### src/rtl/snake_head_if.sv
// snake_head_if: control inputs and head position outputs of snake_head_ctrl
interface snake_head_if;
  logic        start;
  logic        dir_valid;
  logic [1:0]  dir_req;
  logic [9:0]  grid_size;
  logic [6:0]  head_col;
  logic [5:0]  head_row;
  logic [10:0] head_x;
  logic [10:0] head_y;
  logic        move_strobe;
  logic        game_over;
  logic        running;
  modport master (
    output start, dir_valid, dir_req, grid_size,
    input  head_col, head_row, head_x, head_y, move_strobe, game_over, running
  );
  modport slave (
    input  start, dir_valid, dir_req, grid_size,
    output head_col, head_row, head_x, head_y, move_strobe, game_over, running
  );
endinterface

### src/rtl/snake_head_ctrl.sv
// snake_head_ctrl: snake head movement FSM with wall collision and pixel conversion
module snake_head_ctrl #(
  parameter int TICK_DIV  = 6_500_000,
  parameter int GRID_COLS = 64,
  parameter int GRID_ROWS = 48,
  parameter int START_COL = 32,
  parameter int START_ROW = 24
) (
  input logic clk,
  input logic reset,
  snake_head_if.slave bus
);
  typedef enum logic [1:0] {IDLE, RUN, DEAD} state_t;
  localparam logic [23:0] TICK_LAST = 24'(TICK_DIV - 1);
  localparam logic [6:0]  COL_LAST  = 7'(GRID_COLS - 1);
  localparam logic [5:0]  ROW_LAST  = 6'(GRID_ROWS - 1);
  localparam logic [6:0]  COL_INIT  = 7'(START_COL);
  localparam logic [5:0]  ROW_INIT  = 6'(START_ROW);
  state_t state, state_nx;
  logic [6:0]  col, col_nx;
  logic [5:0]  row, row_nx;
  logic [1:0]  cur_dir, cur_nx, pend_dir, pend_nx;
  logic [23:0] tick, tick_nx;
  logic        mv, mv_nx, step, hit;
  logic [10:0] head_x, head_y;
  logic        move_strobe;
  assign step = state == RUN && tick == TICK_LAST;
  assign hit  = pend_dir == 2'd0 ? row == 6'd0 :
                pend_dir == 2'd1 ? col == COL_LAST :
                pend_dir == 2'd2 ? row == ROW_LAST : col == 7'd0;
  always_comb begin
    state_nx = state;
    col_nx   = col;
    row_nx   = row;
    cur_nx   = cur_dir;
    pend_nx  = pend_dir;
    tick_nx  = '0;
    mv_nx    = 1'b0;
    if (bus.start) begin
      state_nx = RUN;
      col_nx   = COL_INIT;
      row_nx   = ROW_INIT;
      cur_nx   = 2'd1;
      pend_nx  = 2'd1;
    end else if (state == RUN) begin
      tick_nx = step ? '0 : tick + 24'd1;
      // reversal is judged against the committed direction, so last accepted request wins
      if (bus.dir_valid && bus.dir_req != (cur_dir ^ 2'd2)) pend_nx = bus.dir_req;
      if (step && hit) state_nx = DEAD;
      else if (step) begin
        cur_nx = pend_dir;
        mv_nx  = 1'b1;
        col_nx = pend_dir == 2'd1 ? col + 7'd1 : pend_dir == 2'd3 ? col - 7'd1 : col;
        row_nx = pend_dir == 2'd2 ? row + 6'd1 : pend_dir == 2'd0 ? row - 6'd1 : row;
      end
    end
  end
  always_ff @(posedge clk or negedge reset) begin
    if (!reset) begin
      state       <= IDLE;
      col         <= COL_INIT;
      row         <= ROW_INIT;
      cur_dir     <= 2'd1;
      pend_dir    <= 2'd1;
      tick        <= '0;
      mv          <= 1'b0;
      head_x      <= '0;
      head_y      <= '0;
      move_strobe <= 1'b0;
    end else begin
      state       <= state_nx;
      col         <= col_nx;
      row         <= row_nx;
      cur_dir     <= cur_nx;
      pend_dir    <= pend_nx;
      tick        <= tick_nx;
      mv          <= mv_nx;
      head_x      <= {4'd0, col} * {1'b0, bus.grid_size};
      head_y      <= {5'd0, row} * {1'b0, bus.grid_size};
      move_strobe <= mv;
    end
  end
  assign bus.head_col    = col;
  assign bus.head_row    = row;
  assign bus.head_x      = head_x;
  assign bus.head_y      = head_y;
  assign bus.move_strobe = move_strobe;
  assign bus.game_over   = state == DEAD;
  assign bus.running     = state == RUN;
endmodule
### src/flat_wrapper.sv
// flat-port wrapper written by rule: the top's interface ports become plain ports
module snake_head_ctrl_flat 
#(
  parameter int TICK_DIV  = 6_500_000,
  parameter int GRID_COLS = 64,
  parameter int GRID_ROWS = 48,
  parameter int START_COL = 32,
  parameter int START_ROW = 24
)
  (clk, reset, bus_start, bus_dir_valid, bus_dir_req, bus_grid_size, bus_head_col, bus_head_row, bus_head_x, bus_head_y, bus_move_strobe, bus_game_over, bus_running);
  snake_head_if bus_i ();
  input logic clk;
  input logic reset;
  input wire logic [$bits(bus_i.start)-1:0] bus_start;
  input wire logic [$bits(bus_i.dir_valid)-1:0] bus_dir_valid;
  input wire logic [$bits(bus_i.dir_req)-1:0] bus_dir_req;
  input wire logic [$bits(bus_i.grid_size)-1:0] bus_grid_size;
  output wire logic [$bits(bus_i.head_col)-1:0] bus_head_col;
  output wire logic [$bits(bus_i.head_row)-1:0] bus_head_row;
  output wire logic [$bits(bus_i.head_x)-1:0] bus_head_x;
  output wire logic [$bits(bus_i.head_y)-1:0] bus_head_y;
  output wire logic [$bits(bus_i.move_strobe)-1:0] bus_move_strobe;
  output wire logic [$bits(bus_i.game_over)-1:0] bus_game_over;
  output wire logic [$bits(bus_i.running)-1:0] bus_running;
  assign bus_i.start = bus_start;
  assign bus_i.dir_valid = bus_dir_valid;
  assign bus_i.dir_req = bus_dir_req;
  assign bus_i.grid_size = bus_grid_size;
  assign bus_head_col = bus_i.head_col;
  assign bus_head_row = bus_i.head_row;
  assign bus_head_x = bus_i.head_x;
  assign bus_head_y = bus_i.head_y;
  assign bus_move_strobe = bus_i.move_strobe;
  assign bus_game_over = bus_i.game_over;
  assign bus_running = bus_i.running;
  snake_head_ctrl #(.TICK_DIV(TICK_DIV), .GRID_COLS(GRID_COLS), .GRID_ROWS(GRID_ROWS), .START_COL(START_COL), .START_ROW(START_ROW)) u_core (.clk(clk), .reset(reset), .bus(bus_i));
endmodule
### config.mk
export PLATFORM = sky130hd
export DESIGN_NAME = snake_head_ctrl_flat
export DESIGN_NICKNAME = d
export VERILOG_FILES = /design/src/rtl/snake_head_if.sv /design/src/rtl/snake_head_ctrl.sv /design/src/flat_wrapper.sv
export SDC_FILE = /design/constraint.sdc
export NUM_CORES = 1
export LEC_CHECK = 0
export ABC_AREA = 1
export CORE_ASPECT_RATIO = 2
export CORE_MARGIN = 5
export CORE_UTILIZATION = 45
export CTS_CLUSTER_SIZE = 16
export DETAILED_ROUTE_END_ITERATION = 8
export PLACE_DENSITY = 0.63
export SYNTH_ARGS = -nofsm -noshare
export SYNTH_HDL_FRONTEND = slang
export SYNTH_SLANG_ARGS = --single-unit
export TNS_END_PERCENT = 30
### constraint.sdc
create_clock -name clk -period 6.6 [get_ports clk]
set_input_delay 1.32 -clock clk [delete_from_list [all_inputs] [get_ports clk]]
set_output_delay 1.32 -clock clk [all_outputs]
set_load 0.05 [all_outputs]
# == Word level (Yosys, flattened, before mapping) ==
# Index checks and enable logic that the tools add are counted.
# W data, S select, Z words.
# totals
ff_bits,67
in_bits,16
output_inout_bits,38
# classes
n_addsub,5
multipliers,2
n_eq_ne,10
muxes,32
bitwise,1
reduce_logical,17
# op_table
op,n
$mux W24,3
$mux W7,6
$mux W6,6
$add A24 B1 Y24 const B,1
$eq A24 B23 Y1 const B,1
$mux W2,10
$mul A6 B10 Y11,1
$mul A7 B10 Y11,1
$reduce_and A4 Y1,2
$reduce_bool A2 Y1,4
$add A7 B1 Y7 const B,1
$eq A7 B6 Y1 const B,1
$logic_not A7 Y1,1
$mux W1,7
$sub A7 B1 Y7 const B,1
$add A6 B1 Y6 const B,1
$eq A2 B2 Y1 const B,3
$eq A6 B6 Y1 const B,1
$logic_not A6 Y1,1
$reduce_bool A3 Y1,2
$sub A6 B1 Y6 const B,1
$eq A2 B1 Y1 const B,2
$reduce_and A2 Y1,2
$logic_and A1 B1 Y1,3
other kinds (5),5

# == Longest topological paths before layout ==
# depth
ltp_word,8
ltp_mapped,21
mapped_depth_nobuf,20

# == Least setup slack after synthesis ==
# OpenSTA, ideal clock, no wires.
# synth_path
path_type,input-to-reg
from,in bus_grid_size[3]
to,"reg u_core.head_x[10], in the netlist u_core.bus.head_x[10]"
setup_ps,117
t_arrival_ps,4720
required_time_ps,6483
path_slack_ps,1763
stages,16
cell_sequence,clkbuf_1 nand2_1 inv_1 fa_1 fa_1 fa_1 inv_1 fa_1 inv_1 ha_1 nand2_1 or2_2 nand3_1 inv_1 nand3_1 nand2_1
# synth_between
elab_chain_len,1
# synth_lines
item,line,rtl
"start, declared",flat_wrapper.sv:17,input wire logic [$bits(bus_i.grid_size)-1:0] bus_grid_size;
$mul A7 B10 Y11,snake_head_ctrl.sv:78,"head_x <= {4'd0, col} * {1'b0, bus.grid_size};"
"end signal, assigned",snake_head_ctrl.sv:78,
"end, declared",snake_head_ctrl.sv:25,"logic [10:0] head_x, head_y;"
# No other way between the ends.
# A chain may end at the register's enable or synchronous reset.

# == Worst setup path in the final report ==
# Same ends and word-level chain as after synthesis.

==> flow_summary_export.csv <==
group,metric,value,unit
cts,post-cts-setup-buffer-count,0,
finish,n_antenna_cell,0,
setup_path,crit_path_start_kind,"input port",
logic_synthesis,ys_warn_count,0,
global_routing,grt_pass1_wl,29000,um
sta,slew_headroom,0.410,
die,io_pins,54,
hold_path,min_delay_path_depth,0,
pwr,finalPower,1.80,mW
setup_path,critPathMaxFanout,13,
setup_path,crit_slowest_cell,"sky130_fd_sc_hd__clkdlybuf4s50_1",
logic_synthesis,synth_top_flop_cell,"sky130_fd_sc_hd__dfrtp_1",
cts,clock_insertion_delay_worst_skew,340,ps
cts,cts_root_buffer,"sky130_fd_sc_hd__clkbuf_16",
logic_synthesis,count_of_flip_flops_with_a_built_in_enable_after_synthesis,0,
finish,layout-drive-gt1-share,0.0628,
setup_path,critPathKind,"in -> reg",
logic_synthesis,synth_top_cells_by_area,"sky130_fd_sc_hd__dfrtp_1 23%, sky130_fd_sc_hd__fa_1 16%, sky130_fd_sc_hd__nand2_1 15%",
global_routing,grt_start_max_net_pins,68,
sta,max_freq,0.193,GHz
logic_synthesis,yosysTopAreaCellShare,0.231,
die,die-width,96.3,um
cts,clk_pin_slew_worst_paths,60,ps
global_routing,grt_pass1_vias,6170,
setup_path,timing.critical_path.max_delay_family,"adder cells",
placed_design,place.gp.congestion,0.932,
logic_synthesis,synth_area,6700,um^2
route,route.detailed.vias_per_inst,4.98,
sta,final.hold.worst_slack,353,ps
cts,cts_hold_buffers,0,
setup_path,worstPathArrival,5420,ps
placed_design,port-buffer-count,53,
global_routing,grt.overflow.total,0,
route,post-route-drc-count,0,
finish,multi_input_comb_area,4140,um^2
die,die_area,17600,um^2
placed_design,hpwl,13700,um
sta,grt_setup_unrepaired,"no",
sta,worstMarginPinSlew,885,ps
die,die-height,183,um
sta,tns,0,ps
sta,final-hold-violation-count,0,
die,core_area,14700,um^2
sta,finalCritPeriodShare,0.787,
route,dr_total_vias,5808,
global_routing,total_routing_usage_reported_by_global_routing,0.213,
sta,finalWorstPathRequiredPeriod,5190,ps
sta,count_of_final_setup_violators,0,
finish,fill_cells,1500,
outcome,outcome,"complete, no violations",
logic_synthesis,synth.net_count,1038,
die,initial_utilization,0.455,
route,wire_per_inst,14.7,um
route,drtIter0Drc,202,
pwr,power_leakage,4.35,nW
finish,area_growth_synth_to_finish,15.3,%
sta,finalClockSkew,10.8,ps
cts,cts_buffer_depth,2,
setup_path,critPathRequiredTime,6830,ps
cts,clkSinkCount,67,
setup_path,worstSetupPathDepth,16,
job,maxCapViolations,0,
cts,numCtsBuffers,9,
pwr,power-per-cell-area,233,nW/um^2
finish,fin_util,0.524,
hold_path,worstHoldPathType,"reg -> reg",
logic_synthesis,synth.distinct_cells,39,
setup_path,critical_path.n_buffers_inverters,5,
logic_synthesis,synthDominantAreaCellType,"sky130_fd_sc_hd__dfrtp_1",
logic_synthesis,async_reset_ff_frac,1.00,
pwr,irDropWorstVdd,0.140,mV
setup_path,critPathCaptureType,"flop",
route,detail_route.wirelength,17200,um
global_routing,antenna_found_initial,0,
logic_synthesis,synthesis.area_per_instance,7.22,um^2
sta,maxSlewViolCount,0,
setup_path,worstRegToRegCells,13,
route,detailedRoute.firstPassIterationCount,4,
finish,seqCellArea,1680,um^2
logic_synthesis,synth.ff_latch_count,67,
setup_path,cp_cell_sequence,"clkdlybuf4s50_1 > nand2_1 > inv_1 > fa_1 > fa_1 > fa_1 > inv_1 > fa_1 > inv_1 > ha_1 > nand2_1 > or2_2 > nand3_1 > inv_1 > nand3_1 > nand2_1",
finish,nNetsFinal,1076,
cts,cts.repair.resized,0,
setup_path,crit_path_max_incr_delay,790,ps
cts,htreeDepth,3,
logic_synthesis,register_area_share_after_synthesis,0.251,
logic_synthesis,synthesis.instances,928,
die,rows,63,
cts,cts_tree,"yes",
route,antenna_violating_nets_post_route,0,
[flip-flops by register name, summed over array words and instances (netlist names)]
signal / count
u_core.bus.head_col: 7
u_core.bus.head_row: 6
u_core.bus.head_x: 11
u_core.bus.head_y: 11
u_core.bus.move_strobe: 1
u_core.cur_dir: 2
u_core.mv: 1
u_core.pend_dir: 2
u_core.state: 2
u_core.tick: 24
[stage by stage]
step | setup slack (ps) | cells | instance area, um^2
global route | 1150 | 1166 | 7730
detailed placement | 1050 | 1150 | 7360
floorplan | 1760 | 928 | 6700
global placement | 1060 | 1150 | 7360
finish | 1410 | 1166 | 7730
CTS | 1400 | 1166 | 7730
[synth_stat cells, drive strengths merged, types with 9 or more instances]
cell type	n
nand2	279
inv	201
nor2	82
nand3	66
dfrtp	62
fa	54
ha	40
a21oi	23
nand4	20
xor2	17
buf	14
clkbuf	14
nor3	10
xnor2	9
[cells by family after synthesis]
family / share of synthesized area
AO/OA/AOI/OAI: 0.0329
XOR/XNOR: 0.0340
adder cells (fa/ha/maj): 0.236
buffers and inverters: 0.132
flip-flops: 0.251
AND/OR/NAND/NOR: 0.314
[layer usage]
layer | up-vias | track usage | part of all wire
li1 | 2865 | - | -
met1 | 2792 | 0.210 | 0.34
met2 | 104 | 0.415 | 0.59
met3 | 47 | 0.0219 | 0.025
met4 | 0 | 0.106 | 0.047
met5 | - | 0 | 0
[layout by cell type (no fill, tap or decap), types with 4 or more instances in the layout]
cell	count
sky130_fd_sc_hd__a21oi_1	23
sky130_fd_sc_hd__xor2_1	17
sky130_fd_sc_hd__nand3_1	63
sky130_fd_sc_hd__inv_2	9
sky130_fd_sc_hd__fa_1	54
sky130_fd_sc_hd__dfrtp_1	62
sky130_fd_sc_hd__ha_1	40
sky130_fd_sc_hd__nor3_1	6
sky130_fd_sc_hd__clkbuf_16	9
sky130_fd_sc_hd__or2_2	4
sky130_fd_sc_hd__xnor2_1	9
sky130_fd_sc_hd__o21ai_0	4
sky130_fd_sc_hd__nor2_1	75
sky130_fd_sc_hd__nand2_2	9
sky130_fd_sc_hd__clkdlybuf4s50_1	52
sky130_fd_sc_hd__nand4_1	18
sky130_fd_sc_hd__inv_1	192
sky130_fd_sc_hd__nand2_1	270
sky130_fd_sc_hd__dfstp_2	5
sky130_fd_sc_hd__nand3b_1	6
sky130_fd_sc_hd__bufinv_16	4
[where the power goes]
group          internal (mW)  switching [mW]  total (mW)
clock                  0.409           0.195       0.604
combinational          0.244           0.442       0.687
sequential             0.462          0.0482       0.510
total                   1.12           0.685        1.80
[area by class of cell]
cell class | instances | area share
Sequential cell | 67 | 0.218
Tap cell | 195 | 0.0316
Multi-Input combinational cell | 631 | 0.535
Timing Repair Buffer | 55 | 0.0699
Clock buffer | 10 | 0.0296
Clock inverter | 6 | 0.0178
Inverter | 202 | 0.0981
[worst paths after layout]
| check | slack (ps) | end | startpoint |
|---|---|---|---|
| hold reg to reg | 350 | u_core.bus.move_strobe | u_core.mv |
| setup / recovery | 1410 | u_core.bus.head_x[10] | bus_grid_size[3] |
| min in group asynchronous | 1190 | u_core.bus.move_strobe | reset |
| hold / removal | 350 | u_core.bus.move_strobe | u_core.mv |
| max in group asynchronous | 4820 | u_core.bus.head_y[8] | reset |
| setup reg to reg | 2500 | u_core.bus.head_x[10] | u_core.bus.head_col[3] |
(Power assumes the default switching activity.)
